$ cat config.mk
export PLATFORM = sky130hd
export DESIGN_NAME = proc_inflight_drop_unit
export DESIGN_NICKNAME = d
export VERILOG_FILES = /design/src/rtl/proc_inflight_drop_unit_pkg.sv /design/src/rtl/proc_inflight_drop_unit_counter.sv /design/src/rtl/proc_inflight_drop_unit.sv
export SDC_FILE = /design/constraint.sdc
export NUM_CORES = 1
export LEC_CHECK = 0
export CORE_MARGIN = 1.5
export CORE_UTILIZATION = 40
export CTS_CLUSTER_SIZE = 14
export DETAILED_ROUTE_END_ITERATION = 12
export PLACE_DENSITY = 0.84
export SLEW_MARGIN = 20
export SYNTH_ARGS = -nofsm -noshare
export SYNTH_HDL_FRONTEND = slang
export SYNTH_SLANG_ARGS = --single-unit
$ cat constraint.sdc
create_clock -name clk -period 6.6 [get_ports clk]
set_input_delay 1.32 -clock clk [delete_from_list [all_inputs] [get_ports clk]]
set_output_delay 1.32 -clock clk [all_outputs]
set_load 0.005 [all_outputs]
$ cat src/rtl/proc_inflight_drop_unit_pkg.sv
// ---------------------------------------------------------------------------
// proc_inflight_drop_unit_pkg
//
// Shared sizing helpers for the in-flight drop unit. The unit counts from 0
// up to p_max_inflight inclusive, so its counters need enough bits to hold
// the value p_max_inflight itself, not just p_max_inflight-1.
//
// No typedefs live here: the response message is deliberately left as an
// untyped p_msg_nbits vector so the same unit serves the instruction and
// data memory ports.
// ---------------------------------------------------------------------------
package proc_inflight_drop_unit_pkg;

    // Default configuration matching a 4-byte memory response port.
    localparam int c_default_msg_nbits     = 47;
    localparam int c_default_max_inflight  = 4;

    // Width of a counter that must represent 0 .. max_inflight inclusive.
    function automatic int cnt_nbits(input int max_inflight);
        return $clog2(max_inflight + 1);
    endfunction

endpackage : proc_inflight_drop_unit_pkg

$ cat src/rtl/proc_inflight_drop_unit_counter.sv
// ---------------------------------------------------------------------------
// proc_updown_counter
//
// Small up/down counter with a parallel load. Load has priority over
// increment/decrement; a simultaneous increment and decrement cancel out.
// Callers are responsible for never driving dec at zero or inc at the
// maximum value (the drop unit guarantees this through its own gating).
//
// Ports:
//   clk       in   clock, rising-edge
//   reset     in   asynchronous, active-low reset (count returns to 0)
//   inc       in   add one this cycle
//   dec       in   subtract one this cycle
//   load      in   replace count with load_val this cycle
//   load_val  in   value used when load is asserted
//   count     out  current count
// ---------------------------------------------------------------------------
module proc_updown_counter #(
    parameter int p_nbits = 3
) (
    input  logic               clk,
    input  logic               reset,
    input  logic               inc,
    input  logic               dec,
    input  logic               load,
    input  logic [p_nbits-1:0] load_val,
    output logic [p_nbits-1:0] count
);

    localparam logic [p_nbits-1:0] c_one = p_nbits'(1);

    logic [p_nbits-1:0] count_next;

    always_comb begin
        count_next = count;
        if (load) begin
            count_next = load_val;
        end else if (inc && !dec) begin
            count_next = count + c_one;
        end else if (dec && !inc) begin
            count_next = count - c_one;
        end
    end

    always_ff @(posedge clk or negedge reset) begin
        if (!reset) begin
            count <= '0;
        end else begin
            count <= count_next;
        end
    end

endmodule : proc_updown_counter

$ cat src/rtl/proc_inflight_drop_unit.sv
// ---------------------------------------------------------------------------
// proc_inflight_drop_unit
//
// Response filter for a memory port with several outstanding requests.
// It counts requests in flight and, when squash is raised, marks every
// response still owed for the old path as "to be discarded". Discarded
// responses are accepted from memory and never shown to the pipeline.
//
// Handshake semantics (all ports): a transfer happens on a rising edge
// where val and rdy are both high. val never depends on rdy of the same
// interface; rdy may depend on val only through documented combinational
// paths (req_in_rdy depends on req_out_rdy, istream_rdy on ostream_rdy).
//
// Ports:
//   clk           in   clock, rising-edge
//   reset         in   asynchronous, active-low reset
//   req_in_val    in   request valid from control
//   req_in_rdy    out  request ready to control (low while full)
//   req_out_val   out  request valid to memory request queue
//   req_out_rdy   in   memory request queue ready
//   squash        in   discard responses to all requests issued before now
//   istream_msg   in   response message from memory
//   istream_val   in   response valid from memory
//   istream_rdy   out  response ready to memory
//   ostream_msg   out  filtered response message (wired straight through)
//   ostream_val   out  filtered response valid
//   ostream_rdy   in   pipeline ready
//   inflight      out  outstanding request count
//   drop_pending  out  responses still to discard
//   num_dropped   out  total discarded responses, wraps at 2^32
//   proto_err     out  sticky: a response arrived with nothing in flight
// ---------------------------------------------------------------------------
module proc_inflight_drop_unit
    import proc_inflight_drop_unit_pkg::*;
#(
    parameter  int p_msg_nbits    = c_default_msg_nbits,
    parameter  int p_max_inflight = c_default_max_inflight,
    localparam int c_cnt_nbits    = cnt_nbits(p_max_inflight)
) (
    input  logic                   clk,
    input  logic                   reset,

    input  logic                   req_in_val,
    output logic                   req_in_rdy,
    output logic                   req_out_val,
    input  logic                   req_out_rdy,

    input  logic                   squash,

    input  logic [p_msg_nbits-1:0] istream_msg,
    input  logic                   istream_val,
    output logic                   istream_rdy,

    output logic [p_msg_nbits-1:0] ostream_msg,
    output logic                   ostream_val,
    input  logic                   ostream_rdy,

    output logic [c_cnt_nbits-1:0] inflight,
    output logic [c_cnt_nbits-1:0] drop_pending,
    output logic [31:0]            num_dropped,
    output logic                   proto_err
);

    localparam logic [c_cnt_nbits-1:0] c_max = c_cnt_nbits'(p_max_inflight);

    logic                   full;
    logic                   req_fire;
    logic                   dropping;
    logic                   resp_fire;
    logic                   have_inflight;
    logic                   resp_retire;
    logic                   drop_fire;
    logic [c_cnt_nbits-1:0] squash_load_val;

    // ------------------------------------------------------------------
    // Request throttle. The full test uses the registered count only, so
    // a response freeing a slot this cycle does not let a request through
    // until the next cycle (no bypass path from istream to req_*).
    // ------------------------------------------------------------------
    assign full        = (inflight == c_max);
    assign req_out_val = req_in_val  & ~full;
    assign req_in_rdy  = req_out_rdy & ~full;
    assign req_fire    = req_out_val & req_out_rdy;

    // ------------------------------------------------------------------
    // Response filter. While responses are owed to a squashed path the
    // unit sinks them itself, independent of the pipeline's ready.
    // ------------------------------------------------------------------
    assign dropping    = (drop_pending != '0);
    assign istream_rdy = dropping ? 1'b1 : ostream_rdy;
    assign ostream_val = dropping ? 1'b0 : istream_val;
    assign ostream_msg = istream_msg;

    assign resp_fire   = istream_val & istream_rdy;
    assign drop_fire   = resp_fire & dropping;

    // A response with nothing in flight is a protocol error; it is still
    // consumed, but must not wrap the in-flight count below zero.
    assign have_inflight = (inflight != '0);
    assign resp_retire   = resp_fire & have_inflight;

    // On squash, everything currently in flight is owed to the old path,
    // except a response retiring this very cycle (already handled). A
    // request firing this cycle belongs to the new path, so it is not
    // included. Reloading on every squash cycle makes a held squash
    // idempotent for an unchanged in-flight set.
    assign squash_load_val = inflight - c_cnt_nbits'(resp_retire);

    proc_updown_counter #(
        .p_nbits (c_cnt_nbits)
    ) u_inflight_cnt (
        .clk      (clk),
        .reset    (reset),
        .inc      (req_fire),
        .dec      (resp_retire),
        .load     (1'b0),
        .load_val ('0),
        .count    (inflight)
    );

    proc_updown_counter #(
        .p_nbits (c_cnt_nbits)
    ) u_drop_cnt (
        .clk      (clk),
        .reset    (reset),
        .inc      (1'b0),
        .dec      (drop_fire),
        .load     (squash),
        .load_val (squash_load_val),
        .count    (drop_pending)
    );

    // ------------------------------------------------------------------
    // Statistics and error flag.
    // ------------------------------------------------------------------
    always_ff @(posedge clk or negedge reset) begin
        if (!reset) begin
            num_dropped <= '0;
        end else if (drop_fire) begin
            num_dropped <= num_dropped + 32'd1;
        end
    end

    always_ff @(posedge clk or negedge reset) begin
        if (!reset) begin
            proto_err <= 1'b0;
        end else if (istream_val && !have_inflight) begin
            proto_err <= 1'b1;
        end
    end

endmodule : proc_inflight_drop_unit

==> flow_summary.yaml, run 1 <==
run_status:
  status: "complete, no violations"
placed_design:
  io_buffers: 49
  preCtsSetupSlack_ns: 2.75
  place.gp.congestion: 0.765
  placed_area_mm2: 0.00252
  hpwl_mm: 2.98
floorplanning:
  die_area_mm2: 0.00621
  io_pins: 144
  initial_core_util_pct: 41.5
  core_area_mm2: 0.00554
  die_w_um: 78.8
  num_rows: 27
  die_h_um: 78.8
clock_tree:
  cts_buffer_depth: 2
  clock_latency_ns: 0.29
  cts_sinks: 39
  cts_setup_buffers: 0
  root_buffer: "clkbuf_8"
  clk_pin_slew_ns: 0.07
  holdBufCountCts: 0
  cts_tree: "done"
  cts_buffers: 5
  cts-resized-gates: 0
  htreeDepth: 2
logic_synthesis:
  yosysMostFrequentCell: "buf_4"
  syn_nets: 288
  yosysWarningCount: 0
  synthesis.area_mm2: 0.00230
  synth_area_leaders: "dfrtp_1 (42%), buf_4 (15%), xnor2_1 (8.0%)"
  synth_top_area_cell: "dfrtp_1"
  ys_top_cells_by_count: "buf_4 (47), dfrtp_1 (39), nand2_1 (23)"
  ys_seq_elements: 39
  synth-edff-count: 0
  async_reset_ff_share_pct: 100
  synthCells: 227
  ys_seq_area_share_pct: 42.4
  syn_area_per_cell_um2: 10.1
  ys_types: 31
  synth_top_area_share_pct: 42.4
  synth_ff_type: "dfrtp_1"
layout:
  drive_gt1_share_pct: 9.70
  fin_area_mm2: 0.00264
  num-nets-final: 297
  syn_to_final_growth_pct: 14.8
  antennaDiodeCount: 0
hold_path:
  hold_class: "flip-flop to flip-flop"
sta:
  fin_crit_sh_pct: 58.4
  grt_setup_unrepaired: "false"
  relSlewSlack_pct: 42.2
  setup_tns_ns: 0
  timing.fmax_mhz: 259
  setup_slack_ns: 2.74
  fin_skew_ns: 0.00446
  tightest_slew_ns: 0.868
  drv_slew: 0
  min_period_ns: 3.86
  setup_viol: 0
  timing.hold.ws_ns: 0.472
  hold_violations: 0
worst_setup_path:
  cp-start-kind: "input pin"
  worstPathMaxFanout: 5
  required_ns: 5.28
  critical_path_class: "input pin to primary output"
  worstPathArrival_ns: 2.54
  crit_path_end_kind: "primary output"
grt:
  grt_overflow: 0
  grt_first_pass_wirelength_mm: 6.69
  grt_use_total_pct: 13.7
  grt_max_degree: 40
  antenna_found_initial: 0
  grt_pass1_vias: 1420
drt:
  wl_mm: 4.02
  drc: 0
  wl_per_cell_um: 13.0
  first_pass_iters: 4
  route.vias.total: 1464
  antenna_left: 0
  drt_first_iter_violations: 57
  viasPerCell: 4.74
power_and_ir_drop:
  p_per_area_mw_per_mm2: 306
  power.total_w: 0.000807
  p_leak_nw: 1.18
  ir_worst_vdd_uv: 163
flow_run:
  max_cap_violations: 0
[state kept, by name, indices dropped and copies added (netlist names)]
name and cells:
num_dropped 32, u_drop_cnt.count 3, u_inflight_cnt.count 3, proto_err 1
[cells in the final DEF, fill, tap and decap left out, drive strengths merged, types with 2 or more instances in the layout]
master	count
clkdlybuf4s50	48
dfrtp	39
and3	2
and2	4
a21oi	2
xnor2	21
nand2b	2
clkbuf	6
nor3	10
nand4	9
nand2	23
xor2	16
ha	6
nand3	11
nor2	16
inv	11
[through the flow]
step / std cells / utilization (%)
CTS: 309 / 47.7
finish: 309 / 47.7
floorplan: 227 / -
global route: 309 / 47.7
global placement: 301 / 45.5
detailed placement: 301 / 45.5
[layout make-up]
class	count	area [µm²]
fill	525	2900
sequential	39	976
multi-input combinational	130	930
timing repair buffer	49	485
tap	72	90.1
clock buffer	6	82.6
inverter	11	41.3
clock inverter	2	35.0
[critical path, cell delays in order]
cell	delay (ns)
clkdlybuf4s50_1	0.55
and2_2	0.17
clkdlybuf4s50_1	0.49
[power breakdown]
group / total (W) / leakage (nW) / switching, W / internal [W]
Combinational: 0.000267 / 0.615 / 0.000115 / 0.000152
Clock: 0.000204 / 0.0612 / 0.0000814 / 0.000122
Sequential: 0.000336 / 0.504 / 0.0000539 / 0.000282
Total: 0.000807 / 1.18 / 0.000251 / 0.000556
[final timing paths]
check                                           startpoint                                   to  slack (ns)  depth (start not counted)
min in group asynchronous                            reset          num_dropped[18]$_DFFE_PN0P_        1.14                          1
min reg2reg                    num_dropped[31]$_DFFE_PN0P_          num_dropped[31]$_DFFE_PN0P_        0.47                          1
min                            num_dropped[31]$_DFFE_PN0P_          num_dropped[31]$_DFFE_PN0P_        0.47                          1
max reg2reg                u_drop_cnt.count[0]$_DFFE_PN0P_  u_inflight_cnt.count[2]$_DFFE_PN0P_        4.20                         11
max in group asynchronous                            reset          num_dropped[28]$_DFFE_PN0P_        4.92                          1
max                                            istream_val                          ostream_val        2.74                          3
[kinds of logic (layout without fill, tap and decap cells)]
logic type | after synthesis | after routing | share of synthesized area [%]
and+or+nand+nor | 80 | 80 | 20.3
adders and majority gates | 7 | 7 | 4.13
xor gates and xnor gates | 37 | 37 | 14.1
DFF | 39 | 39 | 42.4
AOI/OAI and AO/OA | 4 | 4 | 0.979
buffers and inverters | 58 | 68 | 17.1
muxes | 2 | 2 | 0.925
[layer usage]
layer | track usage, % | vias up | wire, µm
met4 | 5.96 | 0 | 80
met2 | 21.2 | 54 | 1880
met3 | 3.79 | 15 | 286
met1 | 18.1 | 686 | 1780
li1 | - | 709 | -
met5 | 0 | - | 0
Power figures use the tool's default switching activity.
==> run 2: changes to the inputs <==
--- a/config.mk
+++ b/config.mk
@@ -6,10 +6,10 @@
 export NUM_CORES = 1
 export LEC_CHECK = 0
 export CORE_MARGIN = 1.5
-export CORE_UTILIZATION = 40
+export CORE_UTILIZATION = 33
 export CTS_CLUSTER_SIZE = 14
 export DETAILED_ROUTE_END_ITERATION = 12
-export PLACE_DENSITY = 0.84
+export PLACE_DENSITY = 0.74
 export SLEW_MARGIN = 20
 export SYNTH_ARGS = -nofsm -noshare
 export SYNTH_HDL_FRONTEND = slang
==> constraint.sdc (replaced) <==
create_clock -name clk -period 3.1 [get_ports clk]
set_input_delay 0.62 -clock clk [delete_from_list [all_inputs] [get_ports clk]]
set_output_delay 0.62 -clock clk [all_outputs]
set_load 0.005 [all_outputs]
==> run 2 against run 1 <==
Against the previous run:
- final cell count up 2.6%
- critical path depth up 2
- combinational power up 110%
- sequential power up 110%
- non-clock buffer count unchanged
- highest routed layer unchanged
==> flow_summary.yaml, run 2 (synthesis gave the netlist of run 1 again) <==
run_status:
  status: "complete, no violations"
flow_run:
  max_cap_violations: 0
power_and_ir_drop:
  p_leak_nw: 1.18
  p_per_area_mw_per_mm2: 648
  ir_worst_vdd_uv: 357
worst_setup_path:
  path_cells: "inv_1, ha_1, nor2b_2, and2_2, clkdlybuf4s50_1"
  slowest_delay_ns: 0.49
  cp_top_family: "buffers and inverters"
  cp_slowest_cell: "clkdlybuf4s50_1"
  endpoint: "ostream_val"
  worstPathArrival_ns: 1.99
  cp.depth: 5
  r2r_slack_ns: 0.71
  crit_path_end_kind: "primary output"
  cp_num_buf_inv: 2
  cp-start-kind: "flip-flop"
  worstPathMaxFanout: 7
  required_ns: 2.48
  critPathLaunch: "u_drop_cnt.count[0]$_DFFE_PN0P_"
  r2r-end: "u_inflight_cnt.count[2]$_DFFE_PN0P_"
  critical_path_class: "flip-flop to primary output"
  rr_worst_depth: 11
  reg2reg_from: "u_drop_cnt.count[0]$_DFFE_PN0P_"
layout:
  largest_register_ffs: 32
  antennaDiodeCount: 0
  instances_no_fill: 317
  top_regs: "num_dropped: 32 flops, u_drop_cnt.count: 3 flops, u_inflight_cnt.count: 3 flops"
  regMostFlops: "num_dropped"
  num-nets-final: 297
  layout_common_cells: "clkdlybuf4s50_1 (48), dfrtp_1 (39), nand2_1 (23)"
  fillers: 671
  final_common_cell: "clkdlybuf4s50_1"
  syn_to_final_growth_pct: 15.2
  drive_gt1_share_pct: 9.70
clock_tree:
  cts_setup_buffers: 0
  cts_tree: "done"
  cts_buffers: 5
  htreeDepth: 2
  clock_latency_ns: 0.30
  clk_pin_slew_ns: 0.08
  cts_sinks: 39
  cts-resized-gates: 0
  cts_buffer_depth: 2
  holdBufCountCts: 0
  root_buffer: "clkbuf_8"
drt:
  antenna_left: 0
  top_layer_used: "met4"
  first_pass_iters: 4
  viasPerCell: 4.66
  wl_mm: 4.12
  wl_per_cell_um: 13.0
  met3WireLength_um: 333
  wl_met2_mm: 1.90
  m1WireLength_mm: 1.76
  drt_first_iter_violations: 67
  route.vias.total: 1478
  drc: 0
sta:
  tightest_slew_ns: 0.863
  fin_crit_sh_pct: 84.1
  fin_skew_ns: 0.00469
  timing.fmax_mhz: 384
  relSlewSlack_pct: 42.5
  setup_slack_ns: 0.493
  hold_violations: 0
  min_period_ns: 2.61
  drv_slew: 0
  grt_setup_unrepaired: "false"
  setup_tns_ns: 0
  setup_viol: 0
placed_design:
  dp_cells: 309
  preCtsSetupSlack_ns: 0.636
  hpwl_mm: 3.09
  io_buffers: 49
  place.gp.congestion: 0.746
grt:
  grt_first_pass_wirelength_mm: 7.14
  grt_max_degree: 40
  grt_overflow: 0
  grt_pass1_vias: 1507
  grt_use_total_pct: 12.4
  antenna_found_initial: 0
floorplanning:
  num_rows: 30
  die_area_mm2: 0.00748
  initial_core_util_pct: 34.0
  die_w_um: 86.5
  core_area_mm2: 0.00676
  io_pins: 144
  die_h_um: 86.5
hold_path:
  hold_class: "input pin to async pin"
## run 2: cell counts in the layout (fill, tap and decap cells not counted)
Identical to the previous run, type by type.
## run 2: per-layer routing
metal | vias to the layer above | GRT usage, %
met5 | - | 0
li1 | 709 | -
met4 | 0 | 5.72
met3 | 19 | 5.14
met1 | 691 | 14.6
met2 | 59 | 19.7
## run 2: worst min path at each step
stage | endpoint | from | cells after the start | slack (ns)
after global routing | num_dropped[22]$_DFFE_PN0P_ | reset | 1 | 0.49
after floorplan | num_dropped[0]$_DFFE_PN0P_ | reset | 0 | 0.32
final | num_dropped[20]$_DFFE_PN0P_ | reset | 1 | 0.43
after global placement | num_dropped[31]$_DFFE_PN0P_ | num_dropped[31]$_DFFE_PN0P_ | 1 | 0.47
after detailed placement | num_dropped[31]$_DFFE_PN0P_ | num_dropped[31]$_DFFE_PN0P_ | 1 | 0.46
after CTS | num_dropped[14]$_DFFE_PN0P_ | reset | 1 | 0.48
## run 2: per-stage QoR
step           hold WS (ns)  power, W  util, %  area, µm²
2_1_floorplan         0.324   0.00104        -       2300
3_3_place_gp          0.469   0.00128     37.5       2530
3_5_place_dp          0.465   0.00129     37.5       2530
4_1_cts               0.476   0.00175     39.2       2650
5_1_grt               0.495   0.00185     39.2       2650
6_report              0.428   0.00172     39.2       2650
## run 2: final cells by class
cell class | instances | area (µm²) | share of cell area [%]
inverters | 11 | 41.3 | 1.56
repair buffers | 49 | 485 | 18.3
well taps | 80 | 100 | 3.78
clock buffers | 6 | 82.6 | 3.12
multi-input cells | 130 | 930 | 35.1
flip-flops and latches | 39 | 976 | 36.8
clock inverters | 2 | 35.0 | 1.32
## run 2: report_power, final
| group | switching [W] | internal, W | total (W) |
|---|---|---|---|
| Sequential | 0.000109 | 0.000600 | 0.000708 |
| Combinational | 0.000244 | 0.000321 | 0.000566 |
| Clock | 0.000182 | 0.000260 | 0.000442 |
==> run 3: changes to the inputs <==
==> constraint.sdc (replaced) <==
create_clock -name clk -period 2.2 [get_ports clk]
set_input_delay 0.44 -clock clk [delete_from_list [all_inputs] [get_ports clk]]
set_output_delay 0.44 -clock clk [all_outputs]
set_load 0.005 [all_outputs]
==> run 3 against run 2 <==
Against the previous run:
- cell area increased by 3.1%
- sequential share of layout area decreased by 1.1 points
- critical path depth unchanged
- final cell count increased by 2.8%
- sequential power increased by 40%
- critical endpoint is now istream_rdy
- register-to-register slack got worse by 0.58 ns
- global-route usage decreased by 0.071 points
- highest routed layer unchanged
==> flow_summary.yaml, run 3 (synthesis gave the netlist of run 1 again) <==
layout:
  regMostFlops: "num_dropped"
  post-route-util_pct: 40.4
  drive_gt1_share_pct: 14.2
  layout_common_cells: "clkdlybuf4s50_1 (47), dfrtp_1 (39), nand2_1 (23)"
  fin_area_mm2: 0.00273
  syn_to_final_growth_pct: 18.8
  num-nets-final: 306
  antennaDiodeCount: 0
  final_common_cell: "clkdlybuf4s50_1"
  largest_register_ffs: 32
  top_regs: "num_dropped: 32 flops, u_drop_cnt.count: 3 flops, u_inflight_cnt.count: 3 flops"
floorplanning:
  num_rows: 30
  die_h_um: 86.5
  core_area_mm2: 0.00676
  die_w_um: 86.5
  io_pins: 144
  die_area_mm2: 0.00748
  initial_core_util_pct: 34.0
sta:
  hold_violations: 0
  timing.fmax_mhz: 477
  tightest_slew_ns: 0.485
  drv_slew: 0
  relSlewSlack_pct: 67.7
  fin_skew_ns: 0.00730
  min_period_ns: 2.10
  fin_crit_sh_pct: 95.4
  setup_viol: 0
  setup_tns_ns: 0
worst_setup_path:
  critical_path_class: "flip-flop to primary output"
  reg2reg_from: "u_inflight_cnt.count[0]$_DFFE_PN0P_"
  slowest_delay_ns: 0.52
  r2r_slack_ns: 0.13
  required_ns: 1.76
  cp_slowest_cell: "clkdlybuf4s50_1"
  crit_path_end_kind: "primary output"
  cp-start-kind: "flip-flop"
  worstPathArrival_ns: 1.66
  r2r-end: "u_inflight_cnt.count[2]$_DFFE_PN0P_"
  endpoint: "istream_rdy"
  rr_worst_depth: 8
  critPathLaunch: "u_drop_cnt.count[1]$_DFFE_PN0P_"
  worstPathMaxFanout: 3
  path_cells: "inv_1, ha_1, nor2b_4, nand2b_1, clkdlybuf4s50_1"
clock_tree:
  cts_tree: "done"
  cts_buffers: 5
  cts_sinks: 39
  htreeDepth: 2
  holdBufCountCts: 0
  clk_pin_slew_ns: 0.08
  cts_buffer_depth: 2
  root_buffer: "clkbuf_8"
  clock_latency_ns: 0.29
drt:
  viasPerCell: 4.63
  drt_first_iter_violations: 35
  wl_mm: 4.24
  antenna_left: 0
  drc: 0
  first_pass_iters: 3
  route.vias.total: 1510
  wl_per_cell_um: 13.0
placed_design:
  place.gp.congestion: 0.765
  io_buffers: 49
  placed_area_mm2: 0.00258
  hpwl_mm: 3.22
grt:
  use_met1_pct: 14.7
  grt_overflow: 0
  grt_pass1_vias: 1531
  grt_max_degree: 40
  antenna_found_initial: 0
  grt_first_pass_wirelength_mm: 7.26
  top_usage_layer: "met2"
  grt_use_total_pct: 12.3
  grt.met2_usage_pct: 20.7
  grtUsageMet3_pct: 3.14
power_and_ir_drop:
  p_clk_share_pct: 24.7
  switching_share_pct: 30.7
  p_int_w: 0.00173
  p_leak_nw: 1.25
  ir_worst_vdd_uv: 450
  power.total_w: 0.00250
  p_switching_w: 0.000769
  p_per_area_mw_per_mm2: 916
  combinationalPowerShare_pct: 35.8
  seq_power_share_pct: 39.5
flow_run:
  max_cap_violations: 0
run_status:
  status: "complete, no violations"
hold_path:
  hold_class: "input pin to async pin"
## run 3: area by class of cell
cell class | instances | area (µm²)
fill | 687 | 4020
sequential | 39 | 976
multi-input combinational | 130 | 942
timing repair buffer | 58 | 556
tap | 80 | 100
clock buffer | 6 | 82.6
inverter | 11 | 41.3
clock inverter | 2 | 35.0
## run 3: through the flow
| stage | std cells | hold slack, ns | setup WS (ns) |
|---|---|---|---|
| after floorplan | 227 | 0.144 | 0.0376 |
| after global placement | 316 | 0.475 | 0.0471 |
| after detailed placement | 316 | 0.470 | -0.0309 |
| after CTS | 324 | 0.213 | 0.00153 |
| after global routing | 326 | 0.230 | -0.00773 |
| final | 326 | 0.194 | 0.102 |
## run 3: power by group through the flow
stage          Combinational, W  Sequential [W]  Clock [W]
3_3_place_gp           0.000843        0.000999          0
2_1_floorplan          0.000470        0.000996          0
6_report               0.000897        0.000988   0.000619
5_1_grt                0.000993         0.00101   0.000672
3_5_place_dp           0.000869        0.000997          0
4_1_cts                0.000885        0.000989   0.000638
## run 3: critical path, delay by kind of cell, from the launching register on
family        cells  cell delay, ns
fa+ha+maj         1            0.18
simple gates      2            0.24
flops             1            0.37
buf+inv           2            0.59
## run 3: routing by layer
metal / up-vias / wire length, µm
met4: 0 / 93
met1: 711 / 1780
met2: 55 / 2060
li1: 725 / -
met5: - / 0
met3: 19 / 304
## run 3: worst min path at each step
stage / startpoint / depth (start not counted) / endpoint / slack [ns]
after detailed placement: proto_err$_DFFE_PN0P_ / 1 / proto_err$_DFFE_PN0P_ / 0.47
after global routing: reset / 2 / num_dropped[20]$_DFFE_PN0P_ / 0.23
after CTS: reset / 2 / num_dropped[20]$_DFFE_PN0P_ / 0.21
after global placement: proto_err$_DFFE_PN0P_ / 1 / proto_err$_DFFE_PN0P_ / 0.47
final: reset / 2 / num_dropped[21]$_DFFE_PN0P_ / 0.19
after floorplan: reset / 0 / num_dropped[0]$_DFFE_PN0P_ / 0.14
## run 3: repair_timing
action                                  in CTS  in global routing
resized for setup                            1                  4
buffers inserted                             0                  2
hold endpoints to repair                     0                  0
endpoints found under the setup margin       1                  4
cloned                                       0                  0
